`config.mk`:
```
export PLATFORM = sky130hd
export DESIGN_NAME = coord_divider
export DESIGN_NICKNAME = d
export VERILOG_FILES = /design/src/rtl/coord_divider.sv
export SDC_FILE = /design/constraint.sdc
export NUM_CORES = 1
export LEC_CHECK = 0
export CAP_MARGIN = 20
export CELL_PAD_IN_SITES_DETAIL_PLACEMENT = 0
export CELL_PAD_IN_SITES_GLOBAL_PLACEMENT = 1
export CORE_ASPECT_RATIO = 1.5
export CORE_MARGIN = 5
export CORE_UTILIZATION = 30
export DETAILED_ROUTE_END_ITERATION = 8
export GPL_ROUTABILITY_DRIVEN = 0
export MAX_ROUTING_LAYER = met4
export PLACE_DENSITY_LB_ADDON = 0.1
export SYNTH_ARGS = -nofsm -noshare
export SYNTH_HDL_FRONTEND = slang
export SYNTH_SLANG_ARGS = --single-unit
```
`constraint.sdc`:
```
create_clock -name Clk -period 4.1 [get_ports Clk]
set_clock_uncertainty 0.05 [all_clocks]
set_input_delay 1.23 -clock Clk [delete_from_list [all_inputs] [get_ports Clk]]
set_output_delay 1.23 -clock Clk [all_outputs]
set_load 0.005 [all_outputs]
```
`src/rtl/coord_divider.sv`:
```
// Converts a linear best-match index into frame coordinates: X = FinalIndex / Width, Y = FinalIndex % Width.
// Latency: DATA_W cycles from trigger edge to result edge (same edge for a zero divisor); Done pulses the cycle after.
// Backpressure: none; triggers are sampled only in IDLE, and Start/operand changes during CALC are ignored.
module coord_divider #(
  parameter int   DATA_W     = 32,
  parameter logic AUTO_TRACK = 1'b1
) (
  input  logic              Clk,
  input  logic              Reset,
  input  logic              Start,
  input  logic [DATA_W-1:0] FinalIndex,
  input  logic [DATA_W-1:0] Width,
  output logic [DATA_W-1:0] X,
  output logic [DATA_W-1:0] Y,
  output logic              Busy,
  output logic              Done,
  output logic              DivZero
);

  localparam int CNT_W = $clog2(DATA_W + 1);

  typedef enum logic {
    IDLE = 1'b0,
    CALC = 1'b1
  } stateType;

  stateType state;
  stateType nextState;

  logic [DATA_W-1:0] quoReg;
  logic [DATA_W-1:0] remReg;
  logic [DATA_W-1:0] divisorReg;
  logic [DATA_W-1:0] snapIndex;
  logic [DATA_W-1:0] snapWidth;
  logic [CNT_W-1:0]  iterCnt;

  logic              opsChanged;
  logic              trigger;
  logic              zeroDiv;
  logic              lastIter;
  logic [DATA_W:0]   shifted;
  logic              fits;
  logic [DATA_W-1:0] trialDiff;
  logic [DATA_W-1:0] remNext;
  logic [DATA_W-1:0] quoNext;

  assign opsChanged = ({FinalIndex, Width} != {snapIndex, snapWidth});
  assign trigger    = (state == IDLE) && (Start || (AUTO_TRACK && opsChanged));
  assign zeroDiv    = (Width == '0);
  assign lastIter   = (iterCnt == CNT_W'(1));
  assign Busy       = (state == CALC);

  // One restoring step: shift the next dividend bit into the remainder and
  // subtract the divisor if it fits. Whenever it fits, the true difference is
  // below the divisor, so the low DATA_W bits of the subtraction are exact.
  assign shifted   = {remReg, quoReg[DATA_W-1]};
  assign fits      = (shifted >= {1'b0, divisorReg});
  assign trialDiff = shifted[DATA_W-1:0] - divisorReg;
  assign remNext   = fits ? trialDiff : shifted[DATA_W-1:0];
  assign quoNext   = {quoReg[DATA_W-2:0], fits};

  // State register.
  always_ff @(posedge Clk or negedge Reset) begin
    if (!Reset) begin
      state <= IDLE;
    end else begin
      state <= nextState;
    end
  end

  // Next state: a zero divisor completes in IDLE without entering CALC.
  always_comb begin
    nextState = state;
    case (state)
      IDLE:    if (trigger && !zeroDiv) nextState = CALC;
      CALC:    if (lastIter) nextState = IDLE;
      default: nextState = IDLE;
    endcase
  end

  // Operand capture, iteration datapath and registered results/flags.
  always_ff @(posedge Clk or negedge Reset) begin
    if (!Reset) begin
      quoReg     <= '0;
      remReg     <= '0;
      divisorReg <= '0;
      snapIndex  <= '0;
      snapWidth  <= '0;
      iterCnt    <= '0;
      X          <= '0;
      Y          <= '0;
      Done       <= 1'b0;
      DivZero    <= 1'b0;
    end else begin
      Done <= 1'b0;
      if (trigger) begin
        quoReg     <= FinalIndex;
        remReg     <= '0;
        divisorReg <= Width;
        snapIndex  <= FinalIndex;
        snapWidth  <= Width;
        iterCnt    <= CNT_W'(DATA_W);
        if (zeroDiv) begin
          X       <= '1;
          Y       <= FinalIndex;
          DivZero <= 1'b1;
          Done    <= 1'b1;
        end
      end else if (state == CALC) begin
        quoReg  <= quoNext;
        remReg  <= remNext;
        iterCnt <= iterCnt - CNT_W'(1);
        if (lastIter) begin
          X       <= quoNext;
          Y       <= remNext;
          DivZero <= 1'b0;
          Done    <= 1'b1;
        end
      end
    end
  end

endmodule

```
==> results.txt <==
----------------------------------------------------
[Critical path]
  Crit path capture type ... flip-flop
  Kind of start point of the critical path ... input pin
  Data required time at the worst endpoint ... 4.42 ns
  Crit path arrival time ... 4.17 ns
  Setup crit end ... Y[29]
  FF-to-FF Start ... snapWidth[25]
  Worst Setup SP ... Width[7]
  Setup slack of the most critical reg-to-reg path ... 0.65 ns
  Number of cells on the worst reg-to-reg path ... 11
  Worst flop-to-flop path endpoint ... remReg[8]
  Largest fanout on the critical path ... 7
  Worst setup path class ... input pin to flip-flop

[Yosys]
  Flop and latch count out of synthesis ... ~200
  Share of Yosys cell area claimed by the top area cell type ... between 40% and 50%
  Post-synth top area cell ... sky130_fd_sc_hd__dfrtp_1
  Post-synthesis instance area ... between 10000 and 15000 sq um
  Net count after synthesis ... ~1.3k
  Post-synthesis area per instance ... 9.31 sq um
  Distinct cells, synth ... 74
  Area contributors post-synth ... sky130_fd_sc_hd__dfrtp_1 45%, sky130_fd_sc_hd__nand2_1 6.0%, sky130_fd_sc_hd__o21ai_0 4.6%, sky130_fd_sc_hd__xnor2_1 4.4%, sky130_fd_sc_hd__ha_1 3.8%
  Dominant register cell in the synthesized netlist ... sky130_fd_sc_hd__dfrtp_1
  Number of flops mapped to enable cells by yosys ... 0
  Share of synthesized flip-flops with an asynchronous set or reset ... 100%
  Warnings from Yosys ... 0
  Synth Instances ... about 1.2k
  Sequential-to-total area share from yosys stat ... between 40% and 50%

[Finish]
  Number of nets in the finished design ... 1492
  Design Area, Final ... 14500 sq um
  Final std cells w/o fill ... roughly 1.9k
  Area growth from synthesis to layout ... 30.0%
  Post-layout utilization of the core ... roughly two fifths
  Fraction of final layout cells with drive strength greater than 1 ... around an eighth

[Timing]
  Worst slew slack as a fraction of its limit ... between 40% and 50%
  Worst Slack Setup Final ... between 0.2 and 0.25 ns
  Final critical-path share of the clock period ... between 90 and 100%
  Fmax ... between 200 and 300 MHz
  # setup viols final ... 0
  Min Hold Slack ... between 0.4 and 0.5 ns
  Max Transition Viols Final ... 0
  Post-layout min period ... about 3.9 ns
  Setup repair after global routing missed its margin ... false
  Actual slew at the worst max-slew pin ... 0.812 ns
  Final hold violation count ... 0

[Clock network]
  Buffer depth of the longest clock path ... 3
  Clock root buffer ... sky130_fd_sc_hd__clkbuf_16
  Number of hold-repair buffers added at the cts stage ... 0
  Setup Buffers After CTS ... 0
  CTS tree ... yes
  CTS Sinks ... 201
  H-Tree Depth ... 1
  Number of buffers added by the clock tree synthesis step ... 23
  Number of gates given a new drive strength after cts ... 0
  Clock latency at the later pin of the worst-skew pair ... around 0.52 ns
  Clk pin slew, worst setup/hold paths ... 0.06 ns

[Global routing]
  Global route overflow ... 0
  Met3 global-route usage ... ~2.7%
  Global-route wire length before repair ... around 63000 um
  GRT busiest layer ... met2
  Vias in the first global route ... approximately 10k
  Total GRT Usage ... ~21%
  Maximum number of pins on one net before global-route repair ... 71
  Met2 GRT Util ... between 30% and 40%
  Met1 Usage GRT ... approximately 25%
  Initial antenna violation count ... 1

[Placement]
  Detailed placer's ending HPWL ... between 30000 and 40000 um
  Dpl cells ... roughly 1.8k
  Place WS ... -0.187 ns
  Placed cell areas ... between 10000 and 15000 sq um
  Number of buffer cells added on primary ports ... around 130

[Drt]
  Initial drt markers ... around 490
  Mean routed wirelength per cell ... about 22 um
  Number of optimization iterations in the first detailed-route pass ... 5
  Antenna viol nets, final ... 0
  DR DRC count ... 0
  Via density per instance ... 5.02
  Aggregate routed wire length ... around 41000 um
  Vias after detailed routing ... between 9k and 10k

[Floorplanning]
  Die Width ... between 150 and 200 um
  Die boundary height ... ~250 um
  Die ar. ... 41200 sq um
  Effective utilization at floorplan ... between 30 and 40%
  Number of primary I/O pins ... 134
  Core footprint ... around 37000 sq um
  Count of standard-cell rows ... 86

[Worst hold path]
  Worst min-delay path category ... flip-flop to flip-flop

[Run status]
  Outcome ... finished clean

[Power]
  Leakage power summed over all cells ... ~6.2 nW
  IR Drop Worst-Case VDD ... a little under 300 uV
  Power Density ... ~590 nW/um^2

[Job]
  Max_cap viols ... 0

----------------------------------------------------
## worst min-delay path by stage
stage | from | end | cells after the start
after floorplan | iterCnt[5] | iterCnt[5] | 1
after global placement | iterCnt[5] | iterCnt[5] | 1
after detailed placement | X[20] | X[20] | 1
after CTS | iterCnt[5] | iterCnt[5] | 1
after global routing | X[14] | X[14] | 1
final | X[14] | X[14] | 1
## registers in the layout (all words and copies together) (netlist names)
register	cells
iterCnt	6
snapIndex	32
remReg	32
Done	1
DivZero	1
snapWidth	32
X	32
quoReg	32
Y	32
Busy	1
## Yosys cell counts, types with 13 or more instances
library cell                number
sky130_fd_sc_hd__o2bb2ai_1      15
sky130_fd_sc_hd__ha_1           34
sky130_fd_sc_hd__nand3_1        13
sky130_fd_sc_hd__clkbuf_1       39
sky130_fd_sc_hd__dfrtp_1       201
sky130_fd_sc_hd__o22ai_1        24
sky130_fd_sc_hd__inv_1          60
sky130_fd_sc_hd__xnor2_1        56
sky130_fd_sc_hd__o21ai_0       103
sky130_fd_sc_hd__nor3_1         31
sky130_fd_sc_hd__mux2i_1        42
sky130_fd_sc_hd__nand4_1        19
sky130_fd_sc_hd__o22a_1         31
sky130_fd_sc_hd__nand2_1       177
sky130_fd_sc_hd__nor2_1         57
sky130_fd_sc_hd__buf_2          20
sky130_fd_sc_hd__a21oi_1        69
sky130_fd_sc_hd__a211oi_2       15
## routing by layer
metal	up-vias	wire length (um)
met5	-	0
met4	0	1500
met3	53	1470
met2	179	20400
met1	4596	18100
li1	4664	-
## kinds of logic (layout without fill, tap and decap cells)
logic type	Yosys count	after routing	share of synthesized area [%]
AO/OA/AOI/OAI	358	358	22.1
other	0	2	0
XOR/XNOR	67	67	5.27
flip-flops	201	201	45.2
adder cells (fa/ha/maj)	35	35	4.00
buffers and inverters	132	342	4.88
AND/OR/NAND/NOR	360	360	14.7
multiplexers	43	43	3.88
## worst max-delay path, stage by stage
cell	delay (ns)
sky130_fd_sc_hd__clkdlybuf4s50_1	0.50
sky130_fd_sc_hd__nor4_1	0.65
sky130_fd_sc_hd__nand4_1	0.23
sky130_fd_sc_hd__nor3_2	0.22
sky130_fd_sc_hd__buf_4	0.15
sky130_fd_sc_hd__inv_1	0.06
sky130_fd_sc_hd__a211oi_2	0.70
sky130_fd_sc_hd__buf_4	0.24
sky130_fd_sc_hd__o2bb2ai_1	0.12
sky130_fd_sc_hd__a31oi_1	0.06
## cell type report
class / count / area [sq um]
fill: 3677 / 22200
timing repair buffer: 236 / 2270
multi-input combinational: 863 / 5580
sequential: 201 / 5030
clock buffer: 33 / 693
clock inverter: 8 / 47.5
antenna: 2 / 5.00
inverter: 65 / 244
tap: 484 / 606
## report_power, final
part	internal (mW)	switching, mW
combinational	1.45	2.29
clock	1.18	0.874
sequential	2.36	0.327
## cells in the final DEF, fill, tap and decap left out, types with 13 or more instances in the layout
master	count
sky130_fd_sc_hd__dfrtp_1	200
sky130_fd_sc_hd__nand2_1	177
sky130_fd_sc_hd__clkdlybuf4s50_1	132
sky130_fd_sc_hd__o21ai_0	103
sky130_fd_sc_hd__buf_4	90
sky130_fd_sc_hd__a21oi_1	69
sky130_fd_sc_hd__inv_1	60
sky130_fd_sc_hd__xnor2_1	56
sky130_fd_sc_hd__nor2_1	55
sky130_fd_sc_hd__mux2i_1	42
sky130_fd_sc_hd__ha_1	34
sky130_fd_sc_hd__nor3_1	31
sky130_fd_sc_hd__o22a_1	31
sky130_fd_sc_hd__o22ai_1	24
sky130_fd_sc_hd__clkbuf_16	23
sky130_fd_sc_hd__nand4_1	19
sky130_fd_sc_hd__o2bb2ai_1	15
sky130_fd_sc_hd__a211oi_2	15
sky130_fd_sc_hd__nand3_1	13
sky130_fd_sc_hd__buf_12	13
## metrics by stage
step	power, mW	setup TNS [ns]
2_1_floorplan	5.16	0
4_1_cts	8.56	0
3_5_place_dp	6.45	-2.02
3_3_place_gp	6.46	-1.38
6_report	8.48	0
5_1_grt	9.03	0
No activity file was read; power rests on OpenSTA's default activity.
